`src/rtl/pc_sequencer.sv`:
```
// -----------------------------------------------------------------------------
// pc_sequencer
//
// 16-bit program-counter controller for the 6502 core. Holds PCL/PCH and
// updates them through two chained 8-bit incrementers for INC, LOAD, NOP and
// relative BRANCH commands issued by the instruction decoder. The registered
// program counter feeds the address bus mux.
//
// Optional feature macro: PC_PAGE_CROSS_PENALTY_EN
//   defined   : a page-crossing BRANCH writes {PCH, lo}, spends one extra
//               FIXUP cycle correcting PCH (cycle-accurate 6502 timing).
//   undefined : a page-crossing BRANCH completes in one cycle; FIXUP is never
//               entered and o_busy is tied low.
//
// Ports
//   i_clk          system clock, rising edge
//   i_rst          asynchronous active-high reset
//   i_cmd_valid    command present this cycle
//   i_cmd          00 INC, 01 LOAD, 10 BRANCH, 11 NOP
//   o_cmd_ready    command accepted when i_cmd_valid & o_cmd_ready
//   i_load_addr    LOAD target
//   i_offset       signed 8-bit branch displacement
//   i_rdy          6502 RDY; low freezes all state
//   o_pc           registered program counter
//   o_busy         high while in FIXUP
//   o_page_cross   one-cycle pulse: a branch crossed a page
//   o_wrap         one-cycle pulse: INC wrapped FFFF -> 0000
// -----------------------------------------------------------------------------
module pc_sequencer #(
    parameter logic [15:0] RESET_PC = 16'hFFFC
) (
    input  logic        i_clk,
    input  logic        i_rst,
    input  logic        i_cmd_valid,
    input  logic [1:0]  i_cmd,
    output logic        o_cmd_ready,
    input  logic [15:0] i_load_addr,
    input  logic [7:0]  i_offset,
    input  logic        i_rdy,
    output logic [15:0] o_pc,
    output logic        o_busy,
    output logic        o_page_cross,
    output logic        o_wrap
);

    typedef enum logic [1:0] {
        CMD_INC    = 2'b00,
        CMD_LOAD   = 2'b01,
        CMD_BRANCH = 2'b10,
        CMD_NOP    = 2'b11
    } cmd_e;

    typedef enum logic {
        S_IDLE  = 1'b0,
        S_FIXUP = 1'b1
    } state_e;

    state_e      r_state;
    logic [7:0]  r_pch;
    logic [7:0]  r_pcl;
    logic        r_wrap;
    logic        r_page_cross;

    logic        w_cmd_ready;
    logic        w_accept;
    logic [8:0]  w_inc_lo;
    logic [7:0]  w_inc_hi;
    logic [8:0]  w_br_sum;
    logic        w_br_cross;

    // NOTE: ready is a plain combinational function of rdy, reset and the
    // current state so the decoder sees acceptance in the same cycle.
    assign w_cmd_ready = i_rdy & ~i_rst & (r_state == S_IDLE);
    assign w_accept    = i_cmd_valid & w_cmd_ready;

    // Low incrementer carry-out feeds the high incrementer carry-in.
    assign w_inc_lo = {1'b0, r_pcl} + 9'd1;
    assign w_inc_hi = r_pch + {7'd0, w_inc_lo[8]};

    // Branch low-byte add. A positive offset crosses on carry; a negative
    // offset (sign-extended with FF) crosses when there is no carry.
    assign w_br_sum   = {1'b0, r_pcl} + {1'b0, i_offset};
    assign w_br_cross = i_offset[7] ? ~w_br_sum[8] : w_br_sum[8];

`ifdef PC_PAGE_CROSS_PENALTY_EN
    logic       r_neg;
    logic [7:0] w_fix_pch;

    // Direction of the PCH correction comes from the sign latched at acceptance.
    assign w_fix_pch = r_neg ? (r_pch - 8'd1) : (r_pch + 8'd1);
    assign o_busy    = (r_state == S_FIXUP);
`else
    logic [7:0] w_adj_pch;

    assign w_adj_pch = i_offset[7] ? (r_pch - 8'd1) : (r_pch + 8'd1);
    assign o_busy    = 1'b0;
`endif

    // NOTE: all state uses non-blocking assignments so every register samples
    // the pre-edge values, independent of statement order.
    always_ff @(posedge i_clk or posedge i_rst) begin
        if (i_rst) begin
            r_state      <= S_IDLE;
            r_pch        <= RESET_PC[15:8];
            r_pcl        <= RESET_PC[7:0];
            r_wrap       <= 1'b0;
            r_page_cross <= 1'b0;
`ifdef PC_PAGE_CROSS_PENALTY_EN
            r_neg        <= 1'b0;
`endif
        end else begin
            // Pulses last one cycle; they are only set on an enabled cycle.
            r_wrap       <= 1'b0;
            r_page_cross <= 1'b0;
            if (i_rdy) begin
                case (r_state)
                    S_IDLE: begin
                        if (w_accept) begin
                            case (cmd_e'(i_cmd))
                                CMD_INC: begin
                                    r_pcl  <= w_inc_lo[7:0];
                                    r_pch  <= w_inc_hi;
                                    r_wrap <= (r_pch == 8'hFF) && (r_pcl == 8'hFF);
                                end
                                CMD_LOAD: begin
                                    r_pch <= i_load_addr[15:8];
                                    r_pcl <= i_load_addr[7:0];
                                end
                                CMD_BRANCH: begin
                                    r_pcl <= w_br_sum[7:0];
`ifdef PC_PAGE_CROSS_PENALTY_EN
                                    if (w_br_cross) begin
                                        r_neg   <= i_offset[7];
                                        r_state <= S_FIXUP;
                                    end
`else
                                    if (w_br_cross) begin
                                        r_pch        <= w_adj_pch;
                                        r_page_cross <= 1'b1;
                                    end
`endif
                                end
                                CMD_NOP: ;
                            endcase
                        end
                    end
                    S_FIXUP: begin
`ifdef PC_PAGE_CROSS_PENALTY_EN
                        r_pch        <= w_fix_pch;
                        r_page_cross <= 1'b1;
`endif
                        r_state      <= S_IDLE;
                    end
                endcase
            end
        end
    end

    assign o_cmd_ready  = w_cmd_ready;
    assign o_pc         = {r_pch, r_pcl};
    assign o_wrap       = r_wrap;
    assign o_page_cross = r_page_cross;

endmodule
```
`config.mk`:
```
export PLATFORM = sky130hd
export DESIGN_NAME = pc_sequencer
export DESIGN_NICKNAME = d
export VERILOG_FILES = /design/src/rtl/pc_sequencer.sv
export SDC_FILE = /design/constraint.sdc
export NUM_CORES = 1
export LEC_CHECK = 0
export ABC_CLOCK_PERIOD_IN_PS = 5100
export BUFFER_PORTS_ARGS = -buffer_cell sky130_fd_sc_hd__buf_4
export CAP_MARGIN = 20
export CORE_MARGIN = 2
export CORE_UTILIZATION = 35
export CTS_CLUSTER_DIAMETER = 150
export CTS_CLUSTER_SIZE = 20
export DETAILED_ROUTE_END_ITERATION = 6
export GPL_TIMING_DRIVEN = 0
export PLACE_DENSITY_LB_ADDON = 0.25
export SYNTH_ARGS = -nofsm -noshare
export SYNTH_HDL_FRONTEND = slang
export SYNTH_SLANG_ARGS = --single-unit
```
`constraint.sdc`:
```
create_clock -name i_clk -period 5.1 [get_ports i_clk]
set_clock_uncertainty 0.1 [all_clocks]
set_input_delay 0.255 -clock i_clk [delete_from_list [all_inputs] [get_ports i_clk]]
set_output_delay 0.255 -clock i_clk [all_outputs]
set_load 0.01 [all_outputs]
```
-- After elaboration in Yosys (flattened, before gate mapping)
Cells that the tools add are included.
- multipliers: 0
- shifts and indexed selects: 0
- bitwise operators: 4
- mux-type cells: 12
- reductions and logical operators: 5
- eq/ne operators: 5
- order comparisons: 0
- divide/modulo/power cells: 0
- add/subtract/negate cells: 5
- operators with widths (kind ; number):
    8-bit one-hot mux with 3 select lines ; 2
    8-bit == test, second input constant ; 2
    8-bit 2-to-1 mux ; 2
    8-bit by 1-bit adder with 9-bit output, second input constant ; 1
    8-bit by 8-bit adder with 9-bit output ; 1
    8-bit by 1-bit adder with 8-bit output ; 1
    8-bit by 1-bit adder with 8-bit output, second input constant ; 1
    1-bit 2-to-1 mux ; 8
    8-bit by 1-bit subtractor with 8-bit output, second input constant ; 1
    4-bit AND reduction ; 1
    3-bit AND reduction ; 1
    3-bit nonzero test ; 1
    1-bit bitwise AND ; 2
    2-bit by 1-bit == test with 1-bit output, second input constant ; 1
    2-bit == test, second input constant ; 1
    2-bit zero test ; 1
    2-bit != test, second input constant ; 1
    1-bit inverter ; 2
    1-bit logical AND ; 1
- input port bits: 30
- output and inout port bits: 20
- memory bits (read-only): 0
- bits in writable memories: 0
- memories: 0
- register bits: 18
- bits in latches: 0
- logic and storage cells: 35

-- Logic depth before layout (Yosys ltp)
- word-level depth: 7
- mapped depth: 13
- depth with buffers taken out: 13

-- Worst setup path before layout
Ideal clock, no wire load.
- path kind: register to register
- from: register r_pcl[0]
- to: register r_pch[7]
- data required time: 4.936 ns
- arrival time: 2.573 ns
- setup time: 0.064 ns
- stages on the path, launching flop included: 10
- slack: 2.363 ns
- cells stage by stage: dfrtp_1 -> ha_1 -> fa_1 -> a211o_1 -> a21oi_4 -> mux2i_1 -> or2_1 -> buf_6 -> or4_1 -> nand3_1
- cells in the longest elaborated chain, start to end: 5
- elaborated cells on any way between the ends: 8
- RTL lines (item ; line ; source):
    start: declaration ; 60 ; logic [7:0] r_pcl;
    start signal: assignment ; 105 ; r_pcl <= RESET_PC[7:0];
    start signal: assignment ; 121 ; r_pcl <= w_inc_lo[7:0];
    start signal: assignment ; 127 ; r_pcl <= i_load_addr[7:0];
    parallel branches: the longest is 5 deep, another holds 8-bit by 1-bit adder with 9-bit output ; n/a ;
    end signal: assignment ; 104 ; r_pch <= RESET_PC[15:8];
    end signal: assignment ; 122 ; r_pch <= w_inc_hi;
    end signal: assignment ; 126 ; r_pch <= i_load_addr[15:8];
    end: declaration ; 59 ; logic [7:0] r_pch;
Several ways; the timed one is not identified.
A chain may end at the register's enable or synchronous reset.

-- Final worst setup path
- from: register r_pcl[0]
- to: register r_pch[5]
The elaborated chain is that of the path after synthesis.

==> results.cfg <==
[cells_and_area]
layout.nets = 308
syn_to_final_growth_pct = 28.87
final_cells = 328
final_layout_size_suffix_gt1_share_pct = 29.89
antennaDiodeCount = 0

[critical_path]
crit_buf_inv = 0
cp.arrival_ps = 3040
worstPathCellList = ha_1 -> fa_1 -> a211o_1 -> a21oi_4 -> mux2i_1 -> nor2_1 -> o21ai_0 -> a22o_1
path_max_fanout = 9
end_kind = register
ff2ff_path_depth = 8
cp.required_ps = 5190
regToRegStartpoint = r_pcl[0]
r2r-end = r_pch[5]
cp-start-kind = register
worstSetupPathType = register to register
rrSetupSlack_ps = 2150
cpMaxStageDelayCell = nor2_1
max_stage_delay_ps = 510
crit_family = compound AO/OA/AOI/OAI gates

[yosys]
synth-compound-area-share_pct = 24.82
synth_nets = 255
netlist_area_mm2 = 0.001729
synth_top_area_cell = dfstp_2
synth_top_family_by_area = compound AO/OA/AOI/OAI gates
avgSynthCellArea_um2 = 8.273
yosys.cell_types.count = 55
synth_cells = 209
ys_seq_area_share_pct = 27.06
ys_warn_count = 0
synth-main-ff-cell = dfstp_2
synth-xor-area-share_pct = 3.546
synth-edff-count = 0
ys_seq_elements = 18
synth.top_cell.area_share_pct = 21.27
async_flop_share_pct = 100.0
synthAdderAreaFrac_pct = 12.01
synthSimpleGateAreaFrac_pct = 24.46
synth.area.top_cells = dfstp_2 (21%), ha_1 (11%), dfrtp_1 (5.8%), nor2_1 (3.9%), o21ai_0 (3.8%)
synthMuxAreaShare_pct = 2.967

[pwr]
leakage_uw = 0.0009879
power.density_mw_per_mm2 = 326.8
ir_worst_vdd_v = 0.0001780

[grt]
grt_usage_pct = 17.15
grt_max_degree = 19
grt_use_met2_pct = 29.46
grt_busiest_layer = met2
met3_usage_pct = 1.762
first_global_vias = 1592
gr-total-overflow = 0
grt_antenna_before_repair = 0
grtUsageMet1_pct = 23.07
grt_first_pass_wirelength_um = 7376

[floorplan]
die_y_um = 74.29
io_pins = 50
die_x_um = 74.29
dieArea_mm2 = 0.005519
rows = 25
start_util_pct = 36.37
coreArea_mm2 = 0.004755

[sta]
setup_tns_ps = 0
final_hold_viol_count = 0
finalMaxSlewViolations = 0
slew_headroom_pct = 53.44
rsz0062_at_grt = false
max_clock_freq_mhz = 339.2
min_period_over_period_pct = 57.81
setup_violations = 0
hold_slack_ps = 20.88
tightest_slew_ps = 697.6
min_period_ps = 2948

[drt]
wl_per_cell_um = 13.97
drc = 0
via_per_inst = 5.250
ant_nets = 0
drtPass1Iterations = 4
wl_um = 4582
vias = 1722
drtIter0Drc = 74

[clock_tree]
clk_latency_ps = 250
cts.path.max_buffers = 2
cts.clk_slew.worst_paths_ps = 80
cts_setup_buffers = 0
holdBufCountCts = 0
cts.sinks = 18
cts_resized = 0
clock-root-buffer = clkbuf_8
cts_buffers = 3
cts_tree = yes
h-tree-depth = 1

[placement]
place.gp.congestion = 0.8173
dp_hpwl_um = 3539
dpl.cell_count = 324
io_buffer_count = 48

[hold_path]
hp-class = primary input to async pin

[run]
cap_violations = 0

[status]
outcome = finished clean
[cell usage after synthesis, types with 4 or more instances]
cell type	number
nor4_1	5
o21ai_0	13
a21o_1	4
nor3_1	7
mux2i_1	4
and3_1	4
nand3_1	10
nand2_1	17
ha_1	15
nor2_1	18
dfstp_2	14
dfrtp_1	4
clkbuf_1	7
a22o_1	5
a21oi_1	9
inv_1	8
xor2_1	4
a31oi_1	4
o21a_1	4
[power by group]
part | total, uW | internal, uW | switching [uW]
sequential | 255 | 199 | 56.5
clock | 121 | 68.7 | 52.8
combinational | 351 | 174 | 177
[registers in the layout, indices dropped and copies added (netlist names)]
| register | count |
|---|---|
| o_wrap | 1 |
| r_pcl | 8 |
| o_page_cross | 1 |
| r_pch | 8 |
[layout make-up]
class,count,area (um2)
fillers,509,2526
multi-input cells,172,1176
flip-flops and latches,18,467.9
repair buffers,48,360.3
well taps,67,83.83
clock buffers,4,55.05
plain buffers,11,55.05
inverters,8,30.03
[logic make-up (layout without fill, tap and decap cells)]
group	count (synthesis)	in the layout
other	1	1
AND/OR/NAND/NOR	82	82
buffers and inverters	19	71
adder cells (fa/ha/maj)	16	16
XOR/XNOR	7	7
AO/OA/AOI/OAI	61	61
multiplexers	5	5
flip-flops	18	18
[worst max-delay path by stage]
stage | slack, ps | cells past startpoint | from | end
CTS | 2100 | 8 | r_pcl[0] | r_pch[5]
finish | 2150 | 8 | r_pcl[0] | r_pch[5]
detailed placement | 1990 | 12 | i_cmd[0] | r_pch[4]
global route | 1910 | 10 | r_pcl[1] | r_pch[4]
global placement | 2020 | 12 | i_cmd[0] | r_pch[4]
floorplan | 2360 | 9 | r_pcl[0] | r_pch[7]
[cell usage in the layout (no fill, tap or decap), drive strengths merged, types with 5 or more instances in the layout]
| cell | count |
|---|---|
| a21oi | 10 |
| a22o | 5 |
| buf | 52 |
| clkbuf | 11 |
| dfstp | 14 |
| ha | 15 |
| inv | 8 |
| nand2 | 17 |
| nand3 | 10 |
| nor2 | 18 |
| nor3 | 7 |
| nor4 | 5 |
| o21ai | 13 |
[layer usage]
metal / up-vias / share of wire [%]
li1: 880 / -
met1: 790 / 46
met2: 50 / 48
met3: 2 / 5.2
met4: 0 / 0.55
met5: - / 0
[stage by stage]
step / util [%] / power [uW] / instance area, um2 / setup slack (ps)
final: 46.87 / 728.2 / 2228 / 2152
after global routing: 46.87 / 786.9 / 2228 / 1914
after CTS: 46.87 / 735.1 / 2228 / 2096
after detailed placement: 45.71 / 609.0 / 2173 / 1986
after global placement: 45.71 / 602.2 / 2173 / 2018
after floorplan: - / 479.2 / 1729 / 2363
Note: power is estimated with default switching activity, not from simulation.
